**config.mk**
```make
export PLATFORM = sky130hd
export DESIGN_NAME = shop
export DESIGN_NICKNAME = d
export VERILOG_FILES = /design/src/rtl/shop_pkg.sv /design/src/rtl/shop_user_table.sv /design/src/rtl/shop.sv
export SDC_FILE = /design/constraint.sdc
export NUM_CORES = 1
export LEC_CHECK = 0
export BUFFER_PORTS_ARGS = -buffer_cell sky130_fd_sc_hd__buf_2
export CAP_MARGIN = 5
export CORE_UTILIZATION = 54
export CTS_BUF_LIST = sky130_fd_sc_hd__clkbuf_8
export DETAILED_ROUTE_END_ITERATION = 12
export GPL_ROUTABILITY_DRIVEN = 0
export PLACE_DENSITY_LB_ADDON = 0.25
export SLEW_MARGIN = 20
export SYNTH_ARGS = -nofsm -noshare
export SYNTH_HDL_FRONTEND = slang
export SYNTH_SLANG_ARGS = --single-unit
export TNS_END_PERCENT = 50
```
**constraint.sdc**
```tcl
create_clock -name i_clk -period 3.94 [get_ports i_clk]
set_input_delay 0.197 -clock i_clk [delete_from_list [all_inputs] [get_ports i_clk]]
set_output_delay 0.197 -clock i_clk [all_outputs]
set_load 0.05 [all_outputs]
```
**src/rtl/shop_pkg.sv**
```systemverilog
// Shared widths, command keys, response strings and the command decoder
// for the shop command controller.
package shop_pkg;

  localparam int I_A_NUM_ASCII_CHARS = 7;
  localparam int O_A_NUM_ASCII_CHARS = 9;
  localparam int I_A_NUM_BITS        = I_A_NUM_ASCII_CHARS * 8;
  localparam int I_U_NUM_BITS        = 4;
  localparam int O_A_NUM_BITS        = O_A_NUM_ASCII_CHARS * 8;
  localparam int MAX_USERS           = 5;
  localparam int MAX_ITEMS           = 15;
  localparam int RESP_HOLD           = 2;
  localparam int STOCK_BITS          = $clog2(MAX_ITEMS + 1);
  localparam int HOLD_BITS           = $clog2(RESP_HOLD + 1);

  typedef logic [I_A_NUM_BITS-1:0] key_t;
  typedef logic [O_A_NUM_BITS-1:0] resp_t;
  typedef logic [I_U_NUM_BITS-1:0] uid_t;
  typedef logic [STOCK_BITS-1:0]   stock_t;
  typedef logic [HOLD_BITS-1:0]    hold_t;

  // Keys and responses are right-justified and zero-padded on the left.
  localparam key_t CMD_KEY__LOGOUT      = key_t'("Logout");
  localparam key_t CMD_KEY__LOGIN       = key_t'("Login");
  localparam key_t CMD_KEY__ADD_USER    = key_t'("AddUsr");
  localparam key_t CMD_KEY__DELETE_USER = key_t'("DelUsr");
  localparam key_t CMD_KEY__ADD_ITEM    = key_t'("AddItem");
  localparam key_t CMD_KEY__DELETE_ITEM = key_t'("DelItem");
  localparam key_t CMD_KEY__BUY         = key_t'("Buy");
  localparam key_t CMD_KEY__NONE        = key_t'("NONE");

  localparam resp_t RESP_PROMPT     = resp_t'("Cmd?");
  localparam resp_t RESP_INVAL_CMD  = resp_t'("InvalCmd");
  localparam resp_t RESP_INVAL_PERM = resp_t'("InvalPerm");
  localparam resp_t RESP_LOGGED_IN  = resp_t'("LoggedIn");
  localparam resp_t RESP_LOGGED_OUT = resp_t'("LoggedOut");
  localparam resp_t RESP_NO_USR     = resp_t'("NoUsr");
  localparam resp_t RESP_USR_EXISTS = resp_t'("UsrExists");
  localparam resp_t RESP_DONE       = resp_t'("Done");
  localparam resp_t RESP_FULL       = resp_t'("Full");
  localparam resp_t RESP_NO_STOCK   = resp_t'("NoStock");

  localparam stock_t STOCK_MAX = stock_t'(MAX_ITEMS);
  localparam hold_t  HOLD_INIT = hold_t'(RESP_HOLD);

  typedef enum logic [3:0] {
    CMD_INVALID,
    CMD_NONE,
    CMD_LOGOUT,
    CMD_LOGIN,
    CMD_ADD_USER,
    CMD_DEL_USER,
    CMD_ADD_ITEM,
    CMD_DEL_ITEM,
    CMD_BUY
  } cmd_e;

  function automatic cmd_e decode_cmd(input key_t key);
    case (key)
      CMD_KEY__LOGOUT:      return CMD_LOGOUT;
      CMD_KEY__LOGIN:       return CMD_LOGIN;
      CMD_KEY__ADD_USER:    return CMD_ADD_USER;
      CMD_KEY__DELETE_USER: return CMD_DEL_USER;
      CMD_KEY__ADD_ITEM:    return CMD_ADD_ITEM;
      CMD_KEY__DELETE_ITEM: return CMD_DEL_ITEM;
      CMD_KEY__BUY:         return CMD_BUY;
      CMD_KEY__NONE:        return CMD_NONE;
      default:              return CMD_INVALID;
    endcase
  endfunction

endpackage

```
**src/rtl/shop_user_table.sv**
```systemverilog
// User slot table: one valid bit per user id, slot 0 (admin) pinned valid.
module shop_user_table
  import shop_pkg::*;
(
  input  logic                    i_clk,
  input  logic                    i_reset,
  input  logic                    i_add,
  input  logic                    i_del,
  input  logic [I_U_NUM_BITS-1:0] i_id,
  output logic                    o_valid,
  output logic                    o_in_range
);

  logic [MAX_USERS-1:0] r_valid;

  assign o_in_range = (i_id < uid_t'(MAX_USERS));

  // NOTE: every always_comb output gets a default before any branch so no
  // path can leave it unassigned and infer a latch.
  always_comb begin
    o_valid = 1'b0;
    for (int i = 0; i < MAX_USERS; i++) begin
      if (i_id == uid_t'(i)) o_valid = r_valid[i];
    end
  end

  // The table is a handful of flops, so it is reset like any other state.
  always_ff @(posedge i_clk) begin
    if (i_reset) begin
      r_valid <= MAX_USERS'(1);
    end else begin
      r_valid[0] <= 1'b1;
      for (int i = 1; i < MAX_USERS; i++) begin
        if (i_add && i_id == uid_t'(i)) r_valid[i] <= 1'b1;
        else if (i_del && i_id == uid_t'(i)) r_valid[i] <= 1'b0;
      end
    end
  end

endmodule

```
**src/rtl/shop.sv**
```systemverilog
// Shop command controller: edge-detects i_rdy, decodes the ASCII command,
// applies login/permission rules and drives a held ASCII response on o_a.
module shop
  import shop_pkg::*;
(
  input  logic                    i_clk,
  input  logic                    i_reset,
  input  logic                    i_rdy,
  input  logic [I_U_NUM_BITS-1:0] i_u,
  input  logic [I_A_NUM_BITS-1:0] i_a,
  output logic [O_A_NUM_BITS-1:0] o_a
);

  logic   r_rdy_prev;
  logic   r_logged_in;
  uid_t   r_cur_user;
  stock_t r_stock;
  hold_t  r_hold;
  resp_t  r_o_a;

  logic  w_accept;
  cmd_e  w_cmd;
  logic  w_is_admin;
  logic  w_usr_valid;
  logic  w_usr_in_range;
  resp_t w_resp;
  logic  w_resp_en;
  logic  w_login;
  logic  w_logout;
  logic  w_usr_add;
  logic  w_usr_del;
  logic  w_stock_inc;
  logic  w_stock_dec;

  assign w_accept   = i_rdy && !r_rdy_prev;
  assign w_cmd      = decode_cmd(i_a);
  assign w_is_admin = r_logged_in && (r_cur_user == '0);
  assign o_a        = r_o_a;

  shop_user_table u_user_table (
    .i_clk      (i_clk),
    .i_reset    (i_reset),
    .i_add      (w_accept && w_usr_add),
    .i_del      (w_accept && w_usr_del),
    .i_id       (i_u),
    .o_valid    (w_usr_valid),
    .o_in_range (w_usr_in_range)
  );

  // Unknown keys are rejected before any login check; NONE never produces
  // a response so the prompt (or a running hold) is left untouched.
  always_comb begin
    w_resp      = RESP_INVAL_CMD;
    w_resp_en   = 1'b1;
    w_login     = 1'b0;
    w_logout    = 1'b0;
    w_usr_add   = 1'b0;
    w_usr_del   = 1'b0;
    w_stock_inc = 1'b0;
    w_stock_dec = 1'b0;
    case (w_cmd)
      CMD_NONE: w_resp_en = 1'b0;
      CMD_LOGIN: begin
        if (r_logged_in) w_resp = RESP_INVAL_PERM;
        else if (!w_usr_in_range || !w_usr_valid) w_resp = RESP_NO_USR;
        else begin
          w_resp  = RESP_LOGGED_IN;
          w_login = 1'b1;
        end
      end
      CMD_LOGOUT: begin
        if (!r_logged_in) w_resp = RESP_INVAL_PERM;
        else begin
          w_resp   = RESP_LOGGED_OUT;
          w_logout = 1'b1;
        end
      end
      CMD_ADD_USER: begin
        if (!w_is_admin) w_resp = RESP_INVAL_PERM;
        else if (i_u == '0 || !w_usr_in_range) w_resp = RESP_NO_USR;
        else if (w_usr_valid) w_resp = RESP_USR_EXISTS;
        else begin
          w_resp    = RESP_DONE;
          w_usr_add = 1'b1;
        end
      end
      CMD_DEL_USER: begin
        if (!w_is_admin || i_u == '0) w_resp = RESP_INVAL_PERM;
        else if (!w_usr_in_range || !w_usr_valid) w_resp = RESP_NO_USR;
        else begin
          w_resp    = RESP_DONE;
          w_usr_del = 1'b1;
        end
      end
      CMD_ADD_ITEM: begin
        if (!w_is_admin) w_resp = RESP_INVAL_PERM;
        else if (r_stock == STOCK_MAX) w_resp = RESP_FULL;
        else begin
          w_resp      = RESP_DONE;
          w_stock_inc = 1'b1;
        end
      end
      CMD_DEL_ITEM, CMD_BUY: begin
        if ((w_cmd == CMD_DEL_ITEM) ? !w_is_admin : (!r_logged_in || w_is_admin))
          w_resp = RESP_INVAL_PERM;
        else if (r_stock == '0) w_resp = RESP_NO_STOCK;
        else begin
          w_resp      = RESP_DONE;
          w_stock_dec = 1'b1;
        end
      end
      default: w_resp = RESP_INVAL_CMD;
    endcase
  end

  // NOTE: state registers use non-blocking assignments so every flop in
  // this block samples the pre-edge values, independent of statement order.
  always_ff @(posedge i_clk) begin
    if (i_reset) begin
      r_rdy_prev  <= 1'b0;
      r_logged_in <= 1'b0;
      r_cur_user  <= '0;
      r_stock     <= '0;
      r_hold      <= '0;
      r_o_a       <= RESP_PROMPT;
    end else begin
      r_rdy_prev <= i_rdy;

      if (w_accept && w_resp_en) begin
        r_o_a  <= w_resp;
        r_hold <= HOLD_INIT;
      end else if (r_hold != '0) begin
        r_hold <= r_hold - hold_t'(1);
        if (r_hold == hold_t'(1)) r_o_a <= RESP_PROMPT;
      end

      if (w_accept) begin
        if (w_login) begin
          r_logged_in <= 1'b1;
          r_cur_user  <= i_u;
        end
        if (w_logout)    r_logged_in <= 1'b0;
        if (w_stock_inc) r_stock     <= r_stock + stock_t'(1);
        if (w_stock_dec) r_stock     <= r_stock - stock_t'(1);
      end
    end
  end

endmodule

```
# --- After elaboration in Yosys (flattened, before gate mapping) ---
# Index checks and enable logic that the tools add are counted.
totals:
  reg_bits: 89
  input_bits: 63
  output_inout_bits: 72
  word_cells: 133
classes:
  addsub: 3
  order_cmp: 1
  n_eq_ne: 22
  muxes: 55
  n_reduce_logical: 40
op_table:
  columns: ["cell", "n"]
  rows:
  - ["$mux 71", 7]
  - ["$pmux 71 s6", 1]
  - ["$mux 72", 3]
  - ["$eq 56x47->1 const B", 3]
  - ["$eq 56x55->1 const B", 2]
  - ["$mux 67", 1]
  - ["$mux 63", 1]
  - ["$eq 56x23->1 const B", 1]
  - ["$eq 56x31->1 const B", 1]
  - ["$eq 56x39->1 const B", 1]
  - ["$mux 55", 1]
  - ["$mux 39", 1]
  - ["$mux 1", 34]
  - ["$pmux 4 s8", 1]
  - ["$mux 26", 1]
  - ["$eq 4x3->1 const B", 5]
  - ["$reduce_bool 2->1", 9]
  - ["$eq 4x2->1 const B", 4]
  - ["$logic_and 1x1->1", 13]
  - ["$logic_not 4->1", 3]
  - ["$eq 4x1->1 const B", 2]
  - ["$eq 4x4->1 const B", 2]
  - ["$mux 4", 2]
  - ["$reduce_and 2->1", 4]
  - ["9 further kinds", 18]

# --- Depth between registers and ports, before layout ---
logic_depth:
  ltp_word: 15
  mapped_depth: 13
  depth_no_buf: 12

# --- Hierarchy ---
# Synthesis repeated with hierarchy kept, for this count alone.
hier_totals:
  cells_unflattened: 577
  area_unflattened_um2: 4453.0
by_module_without_submodules:
  columns: ["mod", "instances", "cells_each", "area_per_inst_um2", "seq_area_each_um2"]
  rows:
  - ["shop", 1, 553, 4204.0, 1161.1]
  - ["shop_user_table", 1, 24, 249.0, 80.1]

# --- Worst setup path after synthesis ---
# No wires, ideal clock.
synth_timing:
  path_kind: "input to register"
  start: "input port i_a[29]"
  end: "register r_stock[3]"
  setup_ns: 0.115
  arrival_time_ns: 2.922
  t_required_ns: 3.825
  path_slack_ns: 0.904
  stages: 12
  n_path_buf: 0
  cell_sequence: "or4b_4 or2_2 or3_1 nor4_1 o211ai_1 inv_1 ha_1 a21o_1 a21oi_1 mux2i_1 a21oi_1 o21a_1"
synth_via:
  elab_chain_len: 8
  elab_cells_between_ends: 20
  cone_classes: "eq/ne (11); mux (6); reduce/logical (3)"
synth_rtl:
  columns: ["element", "line_no", "rtl"]
  rows:
  - ["from (decl)", "shop.sv:10", "input logic [I_A_NUM_BITS-1:0] i_a,"]
  - ["$eq 56x31->1 (tied with other cells)", "shop_pkg.sv:59", "case (key)"]
  - ["$pmux 4 s8 *", "shop_pkg.sv:59", null]
  - ["$eq 4x3->1", "shop.sv:61, shop.sv:104", null]
  - ["$mux 1 (2 in a row)", "shop.sv:104", "if ((w_cmd == CMD_DEL_ITEM) ? !w_is_admin : (!r_logged_in || w_is_admin))"]
  - ["$mux 1", "shop.sv:61", "case (w_cmd)"]
  - ["$reduce_bool 2->1 (no line)", null, null]
  - ["$reduce_and 2->1 (no line)", null, null]
  - ["to (signal assigned)", "shop.sv:143", "if (w_stock_inc) r_stock <= r_stock + stock_t'(1);"]
  - ["to (signal assigned)", "shop.sv:144", "if (w_stock_dec) r_stock <= r_stock - stock_t'(1);"]
  - ["to (decl)", "shop.sv:17", "stock_t r_stock;"]
# Every way passes the cells marked *; elsewhere a longest branch is shown, timed or not.
# A chain may end at the register's enable or synchronous reset.

# --- Worst setup path in the final report ---
layout_timing:
  start: "register r_cur_user[0]"
  end: "register r_o_a[38], in the netlist o_a[38]"
layout_via:
  elab_chain_len: 7
  elab_cells_between_ends: 12
  cone_classes: "mux (7); reduce/logical (5)"
layout_rtl:
  columns: ["element", "line_no", "rtl"]
  rows:
  - ["from (decl)", "shop.sv:16", "uid_t r_cur_user;"]
  - ["from (signal assigned)", "shop.sv:140", "r_cur_user <= i_u;"]
  - ["$logic_not 4->1 *", "shop.sv:37", "assign w_is_admin = r_logged_in && (r_cur_user == '0);"]
  - ["$logic_and 1x1->1 *", "shop.sv:37", null]
  - ["$logic_or 1x1->1 / $logic_not 1->1 (equally long branches)", "shop.sv:104, shop.sv:88", null]
  - ["$mux 1 / $logic_or 1x1->1 (equally long branches)", "shop.sv:104, shop.sv:88", null]
  - ["$mux 71 (on tied branches)", "shop.sv:104, shop.sv:88", null]
  - ["$pmux 71 s6 *", "shop.sv:61", null]
  - ["$mux 72 *", "shop.sv:129", "if (w_accept && w_resp_en) begin"]
  - ["to (signal assigned)", "shop.sv:130", "r_o_a <= w_resp;"]
  - ["to (decl)", "shop.sv:19", "resp_t r_o_a;"]
# Marks and branches as above.

==> metrics.cfg <==
[timing]
finalCritPeriodShare_pct=79.9
worst_slack_ns=0.794
hold_ws_ns=0.109
fin_worst_skew_ns=0.00611
grt_setup_unrepaired=no
setup_viol=0
tns_ns=0
slew_viol_final=0
post-route-min-period_ns=3.15
worst_pin_slew_ns=0.824
maxClockFrequency_mhz=318
slew_headroom_pct=44.5
hold_viol_final=0

[yosys]
synthFlopType=dfxtp_1
yosysSeqAreaShare_pct=28.1
synth_area_sq_um=4410
avgSynthCellArea_sq_um=7.90
muxShareOfSynthArea_pct=1.65
yosys.area_share.adder_pct=1.02
synth-compound-area-share_pct=21.0
syn_inst=558
ys_ff_latch=62
synth-edff-count=0
synthXorXnorAreaFrac_pct=0.397
ys_async_sr_fraction_pct=0
ys_warn_count=0
yosys.area_share.simple_pct=40.9
synth_top_family_by_area=simple AND/OR/NAND/NOR gates
synth.distinct_cells=87

[flow_run]
cap_violations=0

[global_route]
gr-usage-all-layers_pct=32.2
grt_pass1_wl_um=22100
grt_pass1_vias=4568
antenna_found_initial=0
grt-ovfl-total=0
grt_start_max_net_pins=39

[route]
drt-initial-drc-count=630
drc=0
wl_per_cell_um=17.6
totalWireLength_um=13600
vias=5075
drt-pass1-iter-count=7
vias_per_cell=6.54
antenna_left=0

[pwr]
p_sw_uw=516
p_leak_nw=2.05
power_frac_comb_pct=22.0
ir_worst_vdd_mv=0.139
power_density_nw_per_um2=289
clockPowerShare_pct=33.6
internal_power_uw=979
p_seq_share_pct=44.4
swShare_pct=34.5

[die]
placementRows=32
initial_core_util_pct=56.5
core_area_sq_um=7810
die_area_sq_um=8530
die_h_um=92.4
die_w_um=92.4
ios=135

[finish]
nets=735
layout_common_cells=119 x buf_2, 62 x dfxtp_1, 60 x nand2_1, 40 x a21oi_1, 39 x nor2_1
syn2layout_area_growth_pct=17.2
diodes=0
layout-drive-gt1-share_pct=27.0
nFillCells=686
mostFrequentLayoutCell=buf_2

[clock_network]
clk_latency_ns=0.35
cts_buffers=9
cts_setup_buffers=0
clk_path_buf_depth=2
cts_tree=built
cts_resized=0
clockRootBuffer=clkbuf_8
cts_sinks=62
hold_buffers=0
clkTransAtPathRegs_ns=0.07
cts_max_level=3

[place]
port_buffers=119
dp_hpwl_um=10500
pre_cts_slack_ns=0.518

[hold_path]
holdCritPathClass=primary input to flop

[critical_path]
end_kind=flop
path_max_fanout=7
critPathKind=flop to flop
start_kind=flop
cp.arrival_ns=3.36
worstPathRequired_ns=4.16

[run_status]
status=completed

[final cells by class]
cell class                      instances  area, sq um  share of cell area [%]
Clock buffer                           10          138                    2.66
Clock inverter                          6         37.5                   0.726
Inverter                               10         37.5                   0.726
Tap cell                              102          128                    2.47
Timing Repair Buffer                  128          663                    12.8
Sequential cell                        62         1240                    24.0
Multi-Input combinational cell        458         2920                    56.6
[cell families (layout without fill, tap and decap cells)]
kind of cell	count (synthesis)	count (layout)
compound gates	141	141
xor+xnor	2	2
fa+ha+maj	3	3
buf+inv	51	154
flops	62	62
mux	7	7
other cells	2	15
simple gates	290	290
[cells in the mapped netlist (3+ instances only)]
cell	number	area [sq um]
a211oi_1	5	37.5
a21o_1	5	37.5
a21oi_1	40	200
a22oi_1	6	45.0
and2_1	3	18.8
and3_1	7	43.8
and4_1	6	52.6
buf_2	5	25.0
buf_4	26	195
clkbuf_1	9	33.8
dfxtp_1	62	1240
inv_1	9	33.8
mux2i_1	5	50.1
nand2_1	60	225
nand2b_1	9	56.3
nand3_1	26	130
nand4_1	16	100
nand4b_1	7	61.3
nor2_1	39	146
nor2b_1	6	37.5
nor3_1	23	115
nor3_2	3	30.0
nor4_1	20	125
nor4_4	5	106
nor4b_1	6	52.6
nor4bb_1	5	50.1
o211ai_1	6	45.0
o21a_1	6	45.0
o21ai_0	33	165
o21ai_1	6	30.0
o22ai_1	5	31.3
o31ai_1	3	22.5
or2_2	6	37.5
or3_1	4	25.0
or4_1	8	60.1
[metrics by stage]
stage	power, mW	area, sq um	instances	util [%]
after floorplan	0.915	4460	571	-
after global placement	0.997	4990	760	63.9
after detailed placement	1.00	4990	760	63.9
after CTS	1.49	5170	776	66.2
after global routing	1.55	5170	776	66.2
final	1.50	5170	776	66.2
[layer usage]
metal | vias up | track usage, % | part of all wire [%]
met5 | - | 0 | 0
met4 | 0 | 15.0 | 4.1
met3 | 69 | 7.39 | 10
met2 | 357 | 50.3 | 45
met1 | 2329 | 41.8 | 40
li1 | 2320 | - | -
[flip-flops by register name, indices dropped and copies added, names as in the netlist]
register and count:
r_cur_user 4, r_logged_in 1, r_hold 2, r_rdy_prev 1, u_user_table.r_valid 4, o_a 46
r_stock 4
[worst paths after layout]
check	from	endpoint	slack, ns	depth (start not counted)
setup reg to reg	r_cur_user[0]	o_a[38]	0.79	7
hold reg to reg	o_a[28]	o_a[28]	0.44	2
hold / removal	i_rdy	r_rdy_prev	0.11	2
setup / recovery	r_cur_user[0]	o_a[38]	0.79	7
[critical path: stages, from the launching register on]
cell,delay [ns]
dfxtp_1,0.32
or4_1,0.64
nor2_1,0.48
nand2_1,0.26
or2_2,0.41
mux2_2,0.31
a2111o_1,0.46
o2bb2ai_1,0.14
[power by group through the flow]
stage | Sequential [mW] | Combinational, mW | Clock [mW]
3_5_place_dp | 0.678 | 0.324 | 0
5_1_grt | 0.665 | 0.350 | 0.534
4_1_cts | 0.663 | 0.325 | 0.502
3_3_place_gp | 0.677 | 0.320 | 0
6_report | 0.663 | 0.329 | 0.503
2_1_floorplan | 0.755 | 0.160 | 0
Note: power is estimated with default switching activity, not from simulation.
